==> src/rtl/shift_receiver.sv <==
`default_nettype none
// ============================================================================
//  Module   : shift_receiver
//  Purpose  : Serial-to-parallel receiver for an MSB-first frame of WIDTH bits
//             with a one-deep valid/ack output holding register and a sticky
//             overrun flag.
//  Revision : 1.0 - initial release
// ----------------------------------------------------------------------------
//  Ports
//    clk        in   clock, all state on rising edge
//    rst_n      in   asynchronous active-low reset
//    serial_in  in   serial data, MSB first
//    start      in   marks the first (MSB) bit of a frame
//    en         in   sample enable; low stalls the receiver
//    data_ack   in   consumer acknowledge of data_out
//    clr_ovr    in   synchronous clear of overrun
//    data_out   out  last completed word (WIDTH bits)
//    data_valid out  data_out holds an unacknowledged word
//    busy       out  frame in progress
//    bit_cnt    out  bits received in the current frame
//    overrun    out  sticky: a completed word was dropped
// ============================================================================
module shift_receiver #(
  // Word length; bit_cnt is 4 bits, so WIDTH must lie in 3..16.
  parameter int WIDTH = 16
) (
  input  logic             clk,
  input  logic             rst_n,
  input  logic             serial_in,
  input  logic             start,
  input  logic             en,
  input  logic             data_ack,
  input  logic             clr_ovr,
  output logic [WIDTH-1:0] data_out,
  output logic             data_valid,
  output logic             busy,
  output logic [3:0]       bit_cnt,
  output logic             overrun
);

  localparam logic [3:0] C_LAST_CNT = 4'(WIDTH - 1);

  typedef enum logic [0:0] {
    IDLE = 1'b0,
    RECV = 1'b1
  } state_t;

  state_t             r_state;
  state_t             w_state_nxt;
  // Only the low WIDTH-1 bits are ever needed: the bit arriving on the last
  // edge is taken straight from serial_in when the word is formed.
  logic [WIDTH-2:0]   r_shift;
  logic [WIDTH-2:0]   w_shift_nxt;
  logic [3:0]         r_bit_cnt;
  logic [3:0]         w_bit_cnt_nxt;
  logic               w_word_done;
  logic [WIDTH-1:0]   w_word;

  assign w_word = {r_shift, serial_in};

  // State / shift register / counter
  always_ff @(posedge clk or negedge rst_n) begin
    if (!rst_n) begin
      r_state   <= IDLE;
      r_shift   <= '0;
      r_bit_cnt <= '0;
    end else begin
      r_state   <= w_state_nxt;
      r_shift   <= w_shift_nxt;
      r_bit_cnt <= w_bit_cnt_nxt;
    end
  end

  always_comb begin
    w_state_nxt   = r_state;
    w_shift_nxt   = r_shift;
    w_bit_cnt_nxt = r_bit_cnt;
    w_word_done   = 1'b0;
    if (en) begin
      if (start) begin
        // Start always (re)opens a frame; in RECV the partial word is dropped.
        w_state_nxt   = RECV;
        w_shift_nxt   = {{(WIDTH-2){1'b0}}, serial_in};
        w_bit_cnt_nxt = 4'd1;
      end else if (r_state == RECV) begin
        if (r_bit_cnt == C_LAST_CNT) begin
          w_word_done   = 1'b1;
          w_state_nxt   = IDLE;
          w_shift_nxt   = '0;
          w_bit_cnt_nxt = 4'd0;
        end else begin
          w_shift_nxt   = {r_shift[WIDTH-3:0], serial_in};
          w_bit_cnt_nxt = r_bit_cnt + 4'd1;
        end
      end
    end
  end

  // Output holding register and overrun flag
  always_ff @(posedge clk or negedge rst_n) begin
    if (!rst_n) begin
      data_out   <= '0;
      data_valid <= 1'b0;
      overrun    <= 1'b0;
    end else begin
      if (w_word_done && (!data_valid || data_ack)) begin
        // Completing word replaces an acknowledged one without a gap.
        data_out   <= w_word;
        data_valid <= 1'b1;
      end else if (data_ack) begin
        data_valid <= 1'b0;
      end

      // Set has priority over clear.
      if (w_word_done && data_valid && !data_ack) begin
        overrun <= 1'b1;
      end else if (clr_ovr) begin
        overrun <= 1'b0;
      end
    end
  end

  assign busy    = (r_state == RECV);
  assign bit_cnt = r_bit_cnt;

endmodule
`default_nettype wire

==> config.mk <==
export PLATFORM = sky130hd
export DESIGN_NAME = shift_receiver
export DESIGN_NICKNAME = d
export VERILOG_FILES = /design/src/rtl/shift_receiver.sv
export SDC_FILE = /design/constraint.sdc
export NUM_CORES = 1
export LEC_CHECK = 0
export CAP_MARGIN = 20
export CORE_MARGIN = 2
export CORE_UTILIZATION = 33
export DETAILED_ROUTE_END_ITERATION = 8
export PLACE_DENSITY_LB_ADDON = 0.1
export SYNTH_ARGS = -nofsm -noshare
export SYNTH_HDL_FRONTEND = slang
export SYNTH_SLANG_ARGS = --single-unit
==> constraint.sdc <==
create_clock -name clk -period 4.4 [get_ports clk]
set_clock_uncertainty 0.1 [all_clocks]
set_input_delay 1.1 -clock clk [delete_from_list [all_inputs] [get_ports clk]]
set_output_delay 1.1 -clock clk [all_outputs]
set_load 0.01 [all_outputs]
==> impl_metrics.ini, run 1 <==
[outcome]
status = finished clean

[timing]
fin_crit_ps = 2960
setup_viol = 0
tightest_slew_ps = 816
fmax_mhz = 338
maxSlewHeadroom_pct = 45.6
fin_crit_sh_pct = 67.3
holdWs_ps = 410
hold_violations = 0
slew_violations = 0
layout_setup_ws_ps = 1440
tns_ps = 0
rsz0062_at_grt = no

[yosys]
synthesis.nets = 116
synth.most_common_cell = dfrtp_1
ys.flop_type = dfrtp_1
ys_seq_area_share_pct = 61.8
ys_warn_count = 0
synth_edf_count = 0
synth.distinct_cells = 23
async_flop_share_pct = 100
synthTopCellsByCount = dfrtp_1, a22o_1, mux2_4
synth_area_sq_um = 1540
yosys-top-cells-area = dfrtp_1, mux2_4, a22o_1, mux2_2, buf_6
yosys.area.top_type = dfrtp_1
synth_top_area_share_pct = 61.8
ys_ff_latch = 38
syn-mean-instance-area_sq_um = 14.2
syn_inst = 108

[clock_tree]
root_buffer = clkbuf_8
cts_made_buffers = 5
worst_skew_pair.late_latency_ps = 290
cts_resized = 0
cts_sinks = 38
clk_pin_slew_ps = 70
cts_setup_buffers = 0
clockBufferDepth = 2
cts_tree = built
htree_levels = 2
postCtsHoldBufs = 0

[grt]
grt_usage_pct = 12.0
antenna_found_initial = 0
first_global_vias = 961
grt_pass1_wl_microns = 4700
gr-total-overflow = 0
grt_max_degree = 39

[flow_run]
max-cap-violations = 0

[setup_path]
cp_max_fo = 10
crit_arrival_ps = 3030
start_kind = input port
crit_type = in -> reg
critPathCaptureType = flip-flop
critPathRequiredTime_ps = 4470

[routing]
drcViolationCount = 0
ant_nets = 0
vias_per_cell = 4.95
dr_total_vias = 950
wire_per_inst_microns = 14.5
drtPass1Iterations = 4
wirelength_microns = 2790
first_iter_violations = 41

[floorplan]
die_h_microns = 72.3
die_w_microns = 72.3
coreArea_sq_um = 4410
ios = 30
die-area_sq_um = 5220
start_util_pct = 34.8
rows = 24

[power]
p_leak_uw = 0.000904
ir_drop_v = 0.000134
power_density_nw_per_um2 = 349
power_uw = 680

[min_path]
hold_class = reg -> reg

[place]
dp_hpwl_microns = 1830
pre_cts_ws_ps = 1130
portBuffers = 29
place_congestion = 0.701
placed_cells = 184

[layout]
nNetsFinal = 147
areaGrowthSynthToFinish_pct = 26.8
antenna_cells = 0
drive_above_1_share_pct = 19.3
final_cells = 192
registers in the layout, indices dropped and copies added (netlist names):
name        count
overrun         1
busy            1
bit_cnt         4
data_out       16
data_valid      1
r_shift        15
critical path: stages:
cell             delay, ps
clkdlybuf4s50_1        630
and3b_1                290
and3b_1                390
buf_4                  290
mux2_4                 320
final timing paths:
kind | from | endpoint | slack [ps] | depth (start not counted)
worst max-delay path | en | data_out[10] | 1440 | 5
worst min-delay path | data_out[10] | data_out[10] | 410 | 1
worst max register to register | bit_cnt[0] | data_out[10] | 2230 | 5
worst min register to register | data_out[10] | data_out[10] | 410 | 1
max in group asynchronous | rst_n | data_out[11] | 2880 | 1
min in group asynchronous | rst_n | data_valid | 800 | 1
stage by stage:
| step | cell area, sq um | utilization (%) |
|---|---|---|
| after global routing | 1950 | 44.2 |
| after detailed placement | 1860 | 42.1 |
| after CTS | 1950 | 44.2 |
| after global placement | 1860 | 42.1 |
| after floorplan | 1540 | - |
| final | 1950 | 44.2 |
cell type report:
type | count | area (sq um)
fillers | 406 | 2460
flip-flops and latches | 38 | 951
multi-input cells | 58 | 523
repair buffers | 31 | 300
clock buffers | 7 | 86.3
well taps | 52 | 65.1
inverters | 5 | 18.8
clock inverters | 1 | 5.00
cell usage in the layout (no fill, tap or decap), types with 3 or more instances in the layout:
master	netlist	routed
clkdlybuf4s50_1	0	28
clkbuf_8	0	6
mux2_2	6	6
a22o_1	16	16
nand3_1	3	3
mux2_4	10	10
inv_1	5	5
nand2_1	3	3
dfrtp_1	38	38
o21ai_0	4	4
metal layers:
layer	up-vias	GRT usage (%)	routed length [microns]
met4	0	5.66	55
met5	-	0	0
met1	468	16.5	1370
met2	20	17.4	1240
li1	455	-	-
met3	7	3.33	124
power breakdown:
| group | switching (uW) | internal [uW] | total (uW) |
|---|---|---|---|
| registers | 13.8 | 360 | 374 |
| logic | 30.9 | 32.5 | 63.4 |
| clock network | 116 | 126 | 242 |
| total | 161 | 519 | 680 |
kinds of logic (layout without fill, tap and decap cells):
group           count (synthesis)  after routing  share of synthesized area [%]
compound gates                 28             28                           14.1
fa+ha+maj                       1              1                          0.814
buf+inv                        12             44                           4.15
flops                          38             38                           61.8
mux                            16             16                           14.2
simple gates                   13             13                           4.96
Power figures use the tool's default switching activity.
==> inputs of run 2 (changes only) <==
==> constraint.sdc (replaced) <==
create_clock -name clk -period 2.67 [get_ports clk]
set_clock_uncertainty 0.1 [all_clocks]
set_input_delay 0.6675 -clock clk [delete_from_list [all_inputs] [get_ports clk]]
set_output_delay 0.6675 -clock clk [all_outputs]
set_load 0.01 [all_outputs]
==> impl_metrics.ini, run 2 (synthesized netlist as in run 1, its figures left out) <==
[timing]
setup_viol = 0
hold_violations = 0
fin_crit_sh_pct = 81.2
slew_violations = 0
rsz0062_at_grt = no
fin_crit_ps = 2170
tightest_slew_ps = 823
maxSlewHeadroom_pct = 45.1
fmax_mhz = 461
tns_ps = 0

[floorplan]
ios = 30
die_h_microns = 72.3
coreArea_sq_um = 4410
die-area_sq_um = 5220
rows = 24
start_util_pct = 34.8
die_w_microns = 72.3

[routing]
vias_per_cell = 5.14
first_iter_violations = 62
drcViolationCount = 0
wirelength_microns = 2840
ant_nets = 0
dr_total_vias = 997
wire_per_inst_microns = 14.6
drtPass1Iterations = 4

[clock_tree]
cts_tree = built
clockBufferDepth = 2
root_buffer = clkbuf_8
cts_setup_buffers = 0
cts_resized = 0
postCtsHoldBufs = 0
cts_sinks = 38
worst_skew_pair.late_latency_ps = 280
cts_made_buffers = 5
clk_pin_slew_ps = 70
htree_levels = 2

[flow_run]
max-cap-violations = 0

[layout]
antenna_cells = 0
final_cell_mix = dfrtp_1, clkdlybuf4s50_1, a22o_1
top_register = data_out
drive_above_1_share_pct = 19.7
areaGrowthSynthToFinish_pct = 28.1
mostFrequentLayoutCell = dfrtp_1
final_area_sq_um = 1970
nNetsFinal = 150
largest_reg_flops = 16
final_cells = 194

[place]
portBuffers = 29
placed_cells = 187
place_congestion = 0.670
place_area_sq_um = 1890
dp_hpwl_microns = 1890

[setup_path]
rr_worst_depth = 5
start_kind = flip-flop
crit_chain = clkdlybuf4s50_1
crit_arrival_ps = 1400
cp.depth = 1
crit_family = buffers and inverters
crit_path_start = busy
critPathCaptureType = output port
path_buf_inv = 1
crit_type = reg -> out
slowest_stage = clkdlybuf4s50_1
cpPeakStageDelay_ps = 600
reg2reg_slack_ps = 770
reg2reg_from = bit_cnt[0]
cp_max_fo = 10
critPathRequiredTime_ps = 1900

[grt]
first_global_vias = 1023
grtUsageMet3_pct = 4.31
top_usage_layer = met2
grt_use_met1_pct = 16.9
grt_max_degree = 39
grt_pass1_wl_microns = 4970
grt_usage_pct = 12.4
gr-total-overflow = 0
antenna_found_initial = 0
grt_util_met2_pct = 18.6

[power]
ir_drop_v = 0.000235
power_density_nw_per_um2 = 552
p_leak_uw = 0.000911

[min_path]
hold_class = in -> async

[outcome]
status = finished clean
[run 2: cell count changes in the layout (fill, tap and decap cells not counted)]
| cell | before | now |
|---|---|---|
| clkbuf_8 | 6 | 5 |
| buf_12 | 0 | 1 |
| buf_4 | 2 | 4 |
| clkinv_2 | 1 | 0 |
| clkbuf_1 | 1 | 2 |
[run 2: metal layers]
metal / vias to the layer above / routed length, microns
li1: 462 / -
met1: 509 / 1410
met2: 24 / 1280
met3: 2 / 134
met4: 0 / 17
met5: - / 0
[run 2: through the flow]
step	total power [uW]	util, %	setup WS, ps	hold WS (ps)
after floorplan	674	-	650	272
after global placement	734	42.9	331	392
after detailed placement	736	42.9	295	399
after CTS	1100	44.6	490	415
after global routing	1140	44.6	452	434
final	1090	44.6	501	376
[run 2: layout make-up]
cell class | instances | area, sq um
tap | 52 | 65.1
fill | 398 | 2440
timing repair buffer | 34 | 335
inverter | 5 | 18.8
clock buffer | 7 | 76.3
multi-input combinational | 58 | 523
sequential | 38 | 951
[run 2: final timing paths]
| check | endpoint |
|---|---|
| min in group clk | data_out[7] |
| worst max-delay path | busy |
| worst min-delay path | data_out[14] |
| max in group asynchronous | r_shift[8] |
| worst max register to register | data_out[6] |
| worst min register to register | data_out[7] |
[run 2: power breakdown]
part           leakage [uW]  switching, uW  internal, uW
Sequential         0.000518           22.0           594
Combinational      0.000355           51.5          56.4
Clock             0.0000383            184           180
==> inputs of run 3 (changes only) <==
==> constraint.sdc (replaced) <==
create_clock -name clk -period 2 [get_ports clk]
set_clock_uncertainty 0.1 [all_clocks]
set_input_delay 0.5 -clock clk [delete_from_list [all_inputs] [get_ports clk]]
set_output_delay 0.5 -clock clk [all_outputs]
set_load 0.01 [all_outputs]
==> impl_metrics.ini, run 3 (synthesized netlist as in run 1, its figures left out) <==
[power]
seq_power_share_pct = 50.7
power_frac_comb_pct = 8.9
internal-power_uw = 1270
p_leak_uw = 0.000946
power.switching_uw = 351
power_density_nw_per_um2 = 800
p_sw_share_pct = 21.7
power.share.clock_pct = 40.3
ir_drop_v = 0.000465

[layout]
top_register = data_out
antenna_cells = 0
mostFrequentLayoutCell = dfrtp_1
final_cells = 198
areaGrowthSynthToFinish_pct = 31.7
final_core_util_pct = 45.9
largest_reg_flops = 16
final_cell_mix = dfrtp_1, clkdlybuf4s50_1, a22o_1
drive_above_1_share_pct = 24.0
nNetsFinal = 154

[setup_path]
start_kind = flip-flop
crit_arrival_ps = 1300
crit_type = reg -> out
path_buf_inv = 1
crit_chain = clkdlybuf4s50_1
slowest_stage = clkdlybuf4s50_1
critPathRequiredTime_ps = 1400
cpPeakStageDelay_ps = 560
critPathCaptureType = output port
cp_max_fo = 10
crit_family = buffers and inverters

[timing]
slew_violations = 0
maxSlewHeadroom_pct = 68.2
tns_ps = 0
hold_violations = 0
fin_crit_sh_pct = 95.1
fin_crit_ps = 1900
tightest_slew_ps = 477
rsz0062_at_grt = no
fmax_mhz = 526
setup_viol = 0

[grt]
grt_usage_pct = 12.6
grt_pass1_wl_microns = 4920
gr-total-overflow = 0
first_global_vias = 1028
grt_max_degree = 39
antenna_found_initial = 0

[clock_tree]
cts_tree = built
worst_skew_pair.late_latency_ps = 280
clk_pin_slew_ps = 70
cts_sinks = 38
cts_made_buffers = 5
clockBufferDepth = 2
cts_setup_buffers = 0
root_buffer = clkbuf_8
postCtsHoldBufs = 0
htree_levels = 2
cts_resized = 1

[routing]
wirelength_microns = 2830
drtPass1Iterations = 4
wire_per_inst_microns = 14.3
first_iter_violations = 49
drcViolationCount = 0
dr_total_vias = 973
vias_per_cell = 4.91
ant_nets = 0

[floorplan]
coreArea_sq_um = 4410
die-area_sq_um = 5220
rows = 24
die_w_microns = 72.3
die_h_microns = 72.3
ios = 30
start_util_pct = 34.8

[min_path]
hold_class = in -> async

[outcome]
status = finished clean

[flow_run]
max-cap-violations = 0

[place]
place_congestion = 0.693
placed_cells = 191
dp_hpwl_microns = 1960
portBuffers = 29
## run 3: worst paths after layout
check                             from            to  slack, ps  depth (start not counted)
hold reg to reg            data_out[9]   data_out[9]        410                          1
setup / recovery                  busy          busy        100                          1
min in group clk           data_out[9]   data_out[9]        410                          1
hold / removal                   rst_n  data_out[15]        150                          2
setup reg to reg            bit_cnt[0]   data_out[4]        220                          5
max in group asynchronous        rst_n          busy       1300                          2
## run 3: power groups by stage
stage	Sequential, uW	Clock, uW	Combinational (uW)
after global routing	827	712	163
after floorplan	838	0	62.2
after global placement	836	0	146
after CTS	823	675	148
final	822	653	145
after detailed placement	837	0	148
## run 3: layout make-up
type | instances | area (sq um)
tap | 52 | 65.1
sequential | 38 | 952
clock inverter | 1 | 30.0
multi-input combinational | 58 | 523
inverter | 5 | 18.8
fill | 383 | 2390
clock buffer | 6 | 82.6
timing repair buffer | 38 | 353
## run 3: metrics by stage
| step | worst slack [ps] | hold slack (ps) | power, uW | cell area [sq um] |
|---|---|---|---|---|
| 2_1_floorplan | 148 | 104 | 900 | 1540 |
| 3_3_place_gp | -139 | 391 | 982 | 1910 |
| 3_5_place_dp | -139 | 395 | 985 | 1910 |
| 4_1_cts | 73.4 | 166 | 1650 | 2020 |
| 5_1_grt | 24.7 | 191 | 1700 | 2020 |
| 6_report | 97.2 | 151 | 1620 | 2020 |
## run 3: metal layers
layer | track usage (%) | vias up | part of all wire, %
li1 | - | 466 | -
met1 | 16.8 | 481 | 49
met2 | 18.5 | 22 | 46
met3 | 5.00 | 4 | 3.7
met4 | 5.03 | 0 | 1.1
met5 | 0 | - | 0
